==> src/rtl/cpu_pkg.sv <==
// Shared CPU definitions: NOP encoding, IF/ID FSM state encodings and
// register-field bit positions used by the front-end pipeline.
package cpu_pkg;

  localparam int          DATA_W    = 32;
  localparam int          REG_W     = 5;
  localparam logic [31:0] NOP_INSTR = 32'h0000_0000;

  localparam int RS_HI = 25;
  localparam int RS_LO = 21;
  localparam int RT_HI = 20;
  localparam int RT_LO = 16;

  typedef enum logic [1:0] {
    ST_RUN   = 2'd0,
    ST_STALL = 2'd1,
    ST_FLUSH = 2'd2
  } if_state_t;

  function automatic logic [REG_W-1:0] rs_of(input logic [DATA_W-1:0] instr);
    return instr[RS_HI:RS_LO];
  endfunction

  function automatic logic [REG_W-1:0] rt_of(input logic [DATA_W-1:0] instr);
    return instr[RT_HI:RT_LO];
  endfunction

endpackage

==> src/rtl/if_id_stage_if.sv <==
// IF/ID stage signal bundle. Optional perf counters appear only when
// IFID_PERF_CNT_EN is defined.
interface if_id_stage_if;

  logic [31:0] pc_in;
  logic [31:0] instr_in;
  logic        pc_new_en;
  logic        ex_memread;
  logic [4:0]  ex_rt;
  logic [31:0] id_pc;
  logic [31:0] id_pc4;
  logic [31:0] id_instr;
  logic        id_valid;
  logic        bubble;
  logic        ex_nop;
  logic [1:0]  if_state;
`ifdef IFID_PERF_CNT_EN
  logic [31:0] stall_cnt;
  logic [31:0] flush_cnt;
`endif

  modport slave (
    input  pc_in, instr_in, pc_new_en, ex_memread, ex_rt,
    output id_pc, id_pc4, id_instr, id_valid, bubble, ex_nop, if_state
`ifdef IFID_PERF_CNT_EN
    , output stall_cnt, flush_cnt
`endif
  );

  modport master (
    output pc_in, instr_in, pc_new_en, ex_memread, ex_rt,
    input  id_pc, id_pc4, id_instr, id_valid, bubble, ex_nop, if_state
`ifdef IFID_PERF_CNT_EN
    , input stall_cnt, flush_cnt
`endif
  );

endinterface

==> src/rtl/hazard_detect.sv <==
// Load-use hazard detection: a load in EX writing a register that the
// instruction in ID reads as rs or rt. Register 0 never creates a hazard.
module hazard_detect
  import cpu_pkg::*;
(
  input  logic              id_valid,
  input  logic [DATA_W-1:0] id_instr,
  input  logic              ex_memread,
  input  logic [REG_W-1:0]  ex_rt,
  output logic              hazard
);

  logic rs_hit;
  logic rt_hit;

  assign rs_hit = (ex_rt == rs_of(id_instr));
  assign rt_hit = (ex_rt == rt_of(id_instr));
  assign hazard = id_valid & ex_memread & (ex_rt != '0) & (rs_hit | rt_hit);

endmodule

==> src/rtl/if_id_stage.sv <==
// IF/ID pipeline register with flush/stall FSM and load-use bubble request.
// Define IFID_PERF_CNT_EN to add the stall_cnt/flush_cnt counters.
module if_id_stage
  import cpu_pkg::*;
(
  input  logic           clk,
  input  logic           rst,
  if_id_stage_if.slave   bus
);

  if_state_t         state_q;
  if_state_t         state_d;
  logic              hazard;
  logic [DATA_W-1:0] id_pc_p1;
  logic [DATA_W-1:0] id_pc4_p1;
  logic [DATA_W-1:0] id_instr_p1;
  logic              vld_p1;

  hazard_detect u_hazard_detect (
    .id_valid   (vld_p1),
    .id_instr   (id_instr_p1),
    .ex_memread (bus.ex_memread),
    .ex_rt      (bus.ex_rt),
    .hazard     (hazard)
  );

  // Next action depends only on this cycle's inputs, so an illegal state
  // code never influences the next one.
  always_comb begin
    state_d = ST_RUN;
    if (bus.pc_new_en) begin
      state_d = ST_FLUSH;
    end else if (hazard) begin
      state_d = ST_STALL;
    end
  end

  always_ff @(posedge clk) begin
    if (rst) begin
      state_q <= ST_RUN;
    end else begin
      state_q <= state_d;
    end
  end

  // IF -> ID register boundary
  always_ff @(posedge clk) begin
    if (rst) begin
      id_pc_p1    <= '0;
      id_pc4_p1   <= '0;
      id_instr_p1 <= '0;
      vld_p1      <= 1'b0;
    end else begin
      case (state_d)
        ST_RUN: begin
          id_pc_p1    <= bus.pc_in;
          id_pc4_p1   <= bus.pc_in + 32'h4;
          id_instr_p1 <= bus.instr_in;
          vld_p1      <= 1'b1;
        end
        ST_FLUSH: begin
          id_instr_p1 <= NOP_INSTR;
          vld_p1      <= 1'b0;
        end
        default: begin
        end
      endcase
    end
  end

  assign bus.id_pc    = id_pc_p1;
  assign bus.id_pc4   = id_pc4_p1;
  assign bus.id_instr = id_instr_p1;
  assign bus.id_valid = vld_p1;
  assign bus.bubble   = hazard & ~bus.pc_new_en;
  assign bus.ex_nop   = hazard & ~bus.pc_new_en;
  assign bus.if_state = state_q;

`ifdef IFID_PERF_CNT_EN
  logic [31:0] stall_cnt_q;
  logic [31:0] flush_cnt_q;

  always_ff @(posedge clk) begin
    if (rst) begin
      stall_cnt_q <= '0;
      flush_cnt_q <= '0;
    end else begin
      if (state_d == ST_STALL) stall_cnt_q <= stall_cnt_q + 32'd1;
      if (state_d == ST_FLUSH) flush_cnt_q <= flush_cnt_q + 32'd1;
    end
  end

  assign bus.stall_cnt = stall_cnt_q;
  assign bus.flush_cnt = flush_cnt_q;
`endif

endmodule

==> src/flat_wrapper.sv <==
// flat-port wrapper written by rule: the top's interface ports become plain ports
module if_id_stage_flat import cpu_pkg::*;
  (clk, rst, bus_pc_in, bus_instr_in, bus_pc_new_en, bus_ex_memread, bus_ex_rt, bus_id_pc, bus_id_pc4, bus_id_instr, bus_id_valid, bus_bubble, bus_ex_nop, bus_if_state);
  if_id_stage_if bus_i ();
  input  logic clk;
  input  logic rst;
  input wire logic [$bits(bus_i.pc_in)-1:0] bus_pc_in;
  input wire logic [$bits(bus_i.instr_in)-1:0] bus_instr_in;
  input wire logic [$bits(bus_i.pc_new_en)-1:0] bus_pc_new_en;
  input wire logic [$bits(bus_i.ex_memread)-1:0] bus_ex_memread;
  input wire logic [$bits(bus_i.ex_rt)-1:0] bus_ex_rt;
  output wire logic [$bits(bus_i.id_pc)-1:0] bus_id_pc;
  output wire logic [$bits(bus_i.id_pc4)-1:0] bus_id_pc4;
  output wire logic [$bits(bus_i.id_instr)-1:0] bus_id_instr;
  output wire logic [$bits(bus_i.id_valid)-1:0] bus_id_valid;
  output wire logic [$bits(bus_i.bubble)-1:0] bus_bubble;
  output wire logic [$bits(bus_i.ex_nop)-1:0] bus_ex_nop;
  output wire logic [$bits(bus_i.if_state)-1:0] bus_if_state;
  assign bus_i.pc_in = bus_pc_in;
  assign bus_i.instr_in = bus_instr_in;
  assign bus_i.pc_new_en = bus_pc_new_en;
  assign bus_i.ex_memread = bus_ex_memread;
  assign bus_i.ex_rt = bus_ex_rt;
  assign bus_id_pc = bus_i.id_pc;
  assign bus_id_pc4 = bus_i.id_pc4;
  assign bus_id_instr = bus_i.id_instr;
  assign bus_id_valid = bus_i.id_valid;
  assign bus_bubble = bus_i.bubble;
  assign bus_ex_nop = bus_i.ex_nop;
  assign bus_if_state = bus_i.if_state;
  if_id_stage u_core (.clk(clk), .rst(rst), .bus(bus_i));
endmodule
==> config.mk <==
export PLATFORM = sky130hd
export DESIGN_NAME = if_id_stage_flat
export DESIGN_NICKNAME = d
export VERILOG_FILES = /design/src/rtl/cpu_pkg.sv /design/src/rtl/if_id_stage_if.sv /design/src/rtl/hazard_detect.sv /design/src/rtl/if_id_stage.sv /design/src/flat_wrapper.sv
export SDC_FILE = /design/constraint.sdc
export NUM_CORES = 1
export LEC_CHECK = 0
export ABC_AREA = 1
export BUFFER_PORTS_ARGS = -buffer_cell sky130_fd_sc_hd__buf_4
export CORE_UTILIZATION = 40
export CTS_CLUSTER_SIZE = 10
export DETAILED_ROUTE_END_ITERATION = 6
export MAX_ROUTING_LAYER = met4
export PLACE_DENSITY = 0.67
export SETUP_SLACK_MARGIN = 0.02
export SYNTH_ARGS = -nofsm -noshare
export SYNTH_HDL_FRONTEND = slang
export SYNTH_SLANG_ARGS = --single-unit
==> constraint.sdc <==
create_clock -name clk -period 1.7 [get_ports clk]
set_input_delay 0.34 -clock clk [delete_from_list [all_inputs] [get_ports clk]]
set_output_delay 0.34 -clock clk [all_outputs]
set_load 0.005 [all_outputs]
**Word-level counts from Yosys, hierarchy flattened**

Index checks and enable logic that the tools add are counted.

- Bits in registers: 99
- Output and inout bits: 101
- Word-level logic and storage cells: 22

- Add/sub/neg operators: 1
- Equal/unequal tests: 3
- Multiplexer cells: 4
- Bitwise operators: 6
- Reduce and logical (&&, ||, !) cells: 3

Operators by type and width:

| operator | count |
|---|---|
| $pmux W32 S2 | 1 |
| $add A32 B3 Y32 const B | 1 |
| $eq A5 B5 Y1 | 2 |
| $reduce_bool A5 Y1 | 1 |
| $and A1 B1 Y1 | 4 |
| $eq A2 B2 Y1 const B | 1 |
| $logic_not A2 Y1 | 1 |
| $mux W2 | 1 |
| $pmux W1 S2 | 1 |
| $reduce_bool A2 Y1 | 1 |
| $mux W1 | 1 |
| $not A1 Y1 | 1 |
| $or A1 B1 Y1 | 1 |

**Longest topological paths before layout**

- Depth in word-level cells: 7
- Depth in mapped cells: 12

**Hierarchy**

A second synthesis with hierarchy kept.

- Cells, all modules: 616
- Area total of the unflattened synthesis: 4,419.2 sq um

By module, submodules not included:

| module | instances | cells an instance | area an instance (sq um) |
|---|---|---|---|
| if_id_stage | 1 | 571 | 4,216.5 |
| hazard_detect | 1 | 45 | 202.7 |

**Worst setup path after synthesis**

OpenSTA, ideal clock, no wires.

- Path type: flip-flop to output port
- Start: register u_core.id_instr_p1[25] (netlist: u_core.bus.id_instr[25])
- End: output port bus_ex_nop
- Arrival: 1.324 ns
- Data required time: 1.360 ns
- Slack: 0.036 ns
- Cell stages (with the launch flop): 13
- Buffers on the path: 2
- Path through: dfxtp_1 > inv_1 > nand2_1 > nand2_1 > nor2_1 > nand3_1 > nand2_2 > nand2_4 > inv_2 > buf_2 > nand2_1 > inv_1 > buf_4

- Longest elaborated chain between the ends: 4

Ends and longest elaborated chain:

| what | line | RTL |
|---|---|---|
| start: declaration | if_id_stage.sv:16 | `logic [DATA_W-1:0] id_instr_p1;` |
| start signal: assignment | if_id_stage.sv:58 | `id_instr_p1 <= bus.instr_in;` |
| $eq A5 B5 Y1 | hazard_detect.sv:16 | `assign rs_hit = (ex_rt == rs_of(id_instr));` |
| $or A1 B1 Y1 | hazard_detect.sv:18 | `assign hazard = id_valid & ex_memread & (ex_rt != '0) & (rs_hit \| rt_hit);` |
| $and A1 B1 Y1 | hazard_detect.sv:18 |  |
| $and A1 B1 Y1 | -- |  |
| end: declaration | flat_wrapper.sv:17 | `output wire logic [$bits(bus_i.ex_nop)-1:0] bus_ex_nop;` |

Every way passes these cells.

**Worst setup path after layout**

- Start: register u_core.id_instr_p1[25] (netlist: u_core.bus.id_instr[25])
- End: output port bus_bubble

- Longest elaborated chain between the ends: 4

Ends and longest elaborated chain:

| what | line | RTL |
|---|---|---|
| $eq A5 B5 Y1 | hazard_detect.sv:16 |  |
| $or A1 B1 Y1 | hazard_detect.sv:18 |  |
| $and A1 B1 Y1 | hazard_detect.sv:18 |  |
| $and A1 B1 Y1 | if_id_stage.sv:75 | `assign bus.bubble = hazard & ~bus.pc_new_en;` |
| end: declaration | flat_wrapper.sv:16 | `output wire logic [$bits(bus_i.bubble)-1:0] bus_bubble;` |

Every way passes these cells.

==> metrics.txt <==
status=finished with violations; failing checks=setup timing; Worst Setup SP=u_core.bus.id_instr[25]$_SDFFE_PP0P_; TritonCTS clock tree=done; Distinct cells, synth=27; async set-reset flop share out of synthesis=0%; clk root buf=clkbuf_16; non-filler instance count after layout=1021; placed cell areas=a little over 6000 um^2; worst r2r dst=u_core.bus.id_pc[31]$_SDFFE_PP0N_; initial antenna violation count=0; CP required=1.36 ns; drt drc=0; Antenna Cells=0; Die Span Y=~110 um; Hold WC Path Type=in -> reg; Area contributors post-synth=dfxtp_1 (41%), nand2_1 (14%), nor2_1 (9.0%), nand3_1 (8.4%), a21oi_1 (4.9%); fmax=0.5549 GHz; met3 usage=under 10%; setup violators final=2; Syn Inst Count=~690; PwrDens=approximately 800 nW/um^2; Antenna Nets Post-Route=0; cts-stage hold buffer count=0; Final Hold Viols=0; area delta synth->final=41.60%; routability cong.=~0.89; fin. max-slew vios=0; slew margin rel.=about 72%; grt peak-use layer=met2; worst slack, placed=roughly 0.032 ns; Reg2Reg Launch Point=u_core.bus.id_instr[25]$_SDFFE_PP0P_; fin crit share=106.0%; Tmin final=about 1.8 ns; Iteration-0 DRC Markers=415; core outline area=roughly 11000 um^2; grt total ovfl=0; FILL cells=1074; max cap viols=0; Tightest Pin Transition=roughly 0.41 ns; first-pass GRT wire length=about 23000 um; VDD IR max=0.6593 mV; vias in the first global route=a little under 5k; largest net degree at the start of global routing=52; Setup CP Type=reg -> out; worst-path fanout max=3; final worst setup slack=-0.1023 ns; Die X=110.3 um; synth cell count leaders=nand2_1 (169), nor2_1 (112), dfxtp_1 (97), nand3_1 (79), inv_1 (53); Site Rows=39; Worst Setup End Kind=output pin; Mean Syn Cell Area=between 6 and 7 um^2; DPL Wire Length=around 11000 um; setup TNS=-0.2041 ns; Nets=949; Core Util, Final=roughly three fifths; CTS sink cnt=97; RSZ-0062 raised after global routing=yes; cell taking the most area after synthesis=dfxtp_1; routed via count=~5.2k; met2 Usage GRT=40.51%; number of synthesized flops with an enable pin=0; Vias/cell=~5.1; Port Buffer Count=173; Worst setup SP type=register; design area=around 6600 um^2; placed cell count=999; top-area cell type share of the netlist area=~41%; Post-Syn Area=roughly 4700 um^2; top_reg_cell synth=dfxtp_1; R2R cell count=12; GR Util met1=33.25%; H-tree depth=3; clock slew at the register clock pins of the worst setup and hold paths=~0.060 ns; Multi-input gate area=~2300 um^2; clk_lat worst skew=about 0.35 ns; most common cell in the netlist=nand2_1; #FFs+latches synth=97; Syn Nets=around 770; Tot GR Track Use=25.75%; Avg WL per Cell=roughly 15 um; FF-to-FF setup slack=0 ns; P_leak=around 3.3 nW; Initial DRT Pass Iterations=5; io pins=approximately 170; Seq. cell area=about 2000 um^2; Initial Utilization=between 40% and 50%; synth warn=0; layout cells sized above 1=between 20% and 30%; Data arrival, critical path=about 1.5 ns; clock skew=~0.0057 ns; number of CTS-inserted buffers=9; clk buf depth=2; Die Area=about 12000 um^2; Seq/Total Area, Yosys=slightly above 40%; routed wire length=approximately 15000 um; worst setup path end=bus_bubble
layout make-up:
class | count | share of cell area, %
clock inverter | 2 | 0.2450
timing repair buffer | 209 | 25.85
inverter | 61 | 3.448
tap | 143 | 2.695
clock buffer | 12 | 3.712
sequential | 97 | 29.40
multi-input combinational | 497 | 34.65
sequential cells by signal, indices dropped and copies added (netlist names):
name,count
u_core.bus.id_instr,32
u_core.bus.id_pc4,32
u_core.bus.if_state,2
u_core.bus.id_valid,1
u_core.bus.id_pc,30
placed cells by master, fill, tap and decap left out, types with 2 or more instances in the layout:
master	Yosys	final
nand3b_1	3	3
a21oi_2	10	10
nor2_1	112	112
xnor2_1	7	7
inv_1	53	50
buf_4	9	199
nand2_2	2	3
inv_2	8	11
a21oi_1	46	46
nor3_1	5	5
clkbuf_16	0	12
dfxtp_2	0	8
xor2_1	7	7
nand2_1	169	168
buf_12	0	6
o21ai_1	14	18
nand3_1	79	79
clkbuf_1	10	2
nor2_4	2	2
o21ai_0	15	11
dfxtp_1	97	89
nand4_1	21	21
worst min path at each step:
stage / from / endpoint / slack [ns] / depth (start not counted)
floorplan: u_core.bus.id_instr[10]$_SDFFE_PP0P_ / u_core.bus.id_instr[10]$_SDFFE_PP0P_ / 0.44 / 2
global placement: u_core.bus.id_instr[7]$_SDFFE_PP0P_ / u_core.bus.id_instr[7]$_SDFFE_PP0P_ / 0.44 / 2
detailed placement: u_core.bus.id_instr[7]$_SDFFE_PP0P_ / u_core.bus.id_instr[7]$_SDFFE_PP0P_ / 0.46 / 2
CTS: bus_instr_in[16] / u_core.bus.id_instr[16]$_SDFFE_PP0P_ / 0.21 / 3
global route: bus_instr_in[30] / u_core.bus.id_instr[30]$_SDFFE_PP0P_ / 0.23 / 3
finish: bus_instr_in[16] / u_core.bus.id_instr[16]$_SDFFE_PP0P_ / 0.22 / 3
per-layer routing:
layer  wire [um]  vias to the layer above
li1            -                     2587
met1        6922                     2408
met2        7089                      188
met3        1022                       20
met4         232                        0
met5           0                        -
stage by stage:
step                total power [mW]  hold WS (ns)
CTS                            5.281        0.2082
global placement               3.400        0.4355
floorplan                      2.903        0.4419
finish                         5.250        0.2175
detailed placement             3.418        0.4552
global route                   5.487        0.2280
critical path, stage by stage (launching register included):
cell and delay (ns):
dfxtp_2 0.35, inv_1 0.05, nand2_1 0.05, nand2_1 0.04, nor2_1 0.09, nand3_1 0.09
nand2_2 0.11, nand2_4 0.05, inv_2 0.05, nand2_2 0.04, inv_2 0.07, buf_4 0.10
cells by family after synthesis:
group	synth area share (%)
AO/OA/AOI/OAI	9.872
XOR/XNOR	2.615
adder cells (fa/ha/maj)	0.2668
buffers and inverters	9.578
flip-flops	41.41
AND/OR/NAND/NOR	36.26
report_power, final:
group | total [mW] | internal [mW] | switching [mW]
sequential | 2.48 | 2.40 | 0.0800
clock | 1.86 | 1.02 | 0.838
combinational | 0.909 | 0.459 | 0.450
what timing repair did:
item / CTS / global route
pin swaps: 7 / 5
resized for setup: 12 / 8
buffers inserted: 3 / 2
cloned: 0 / 3
endpoints found under the setup margin: 2 / 53
Power figures use the tool's default switching activity.
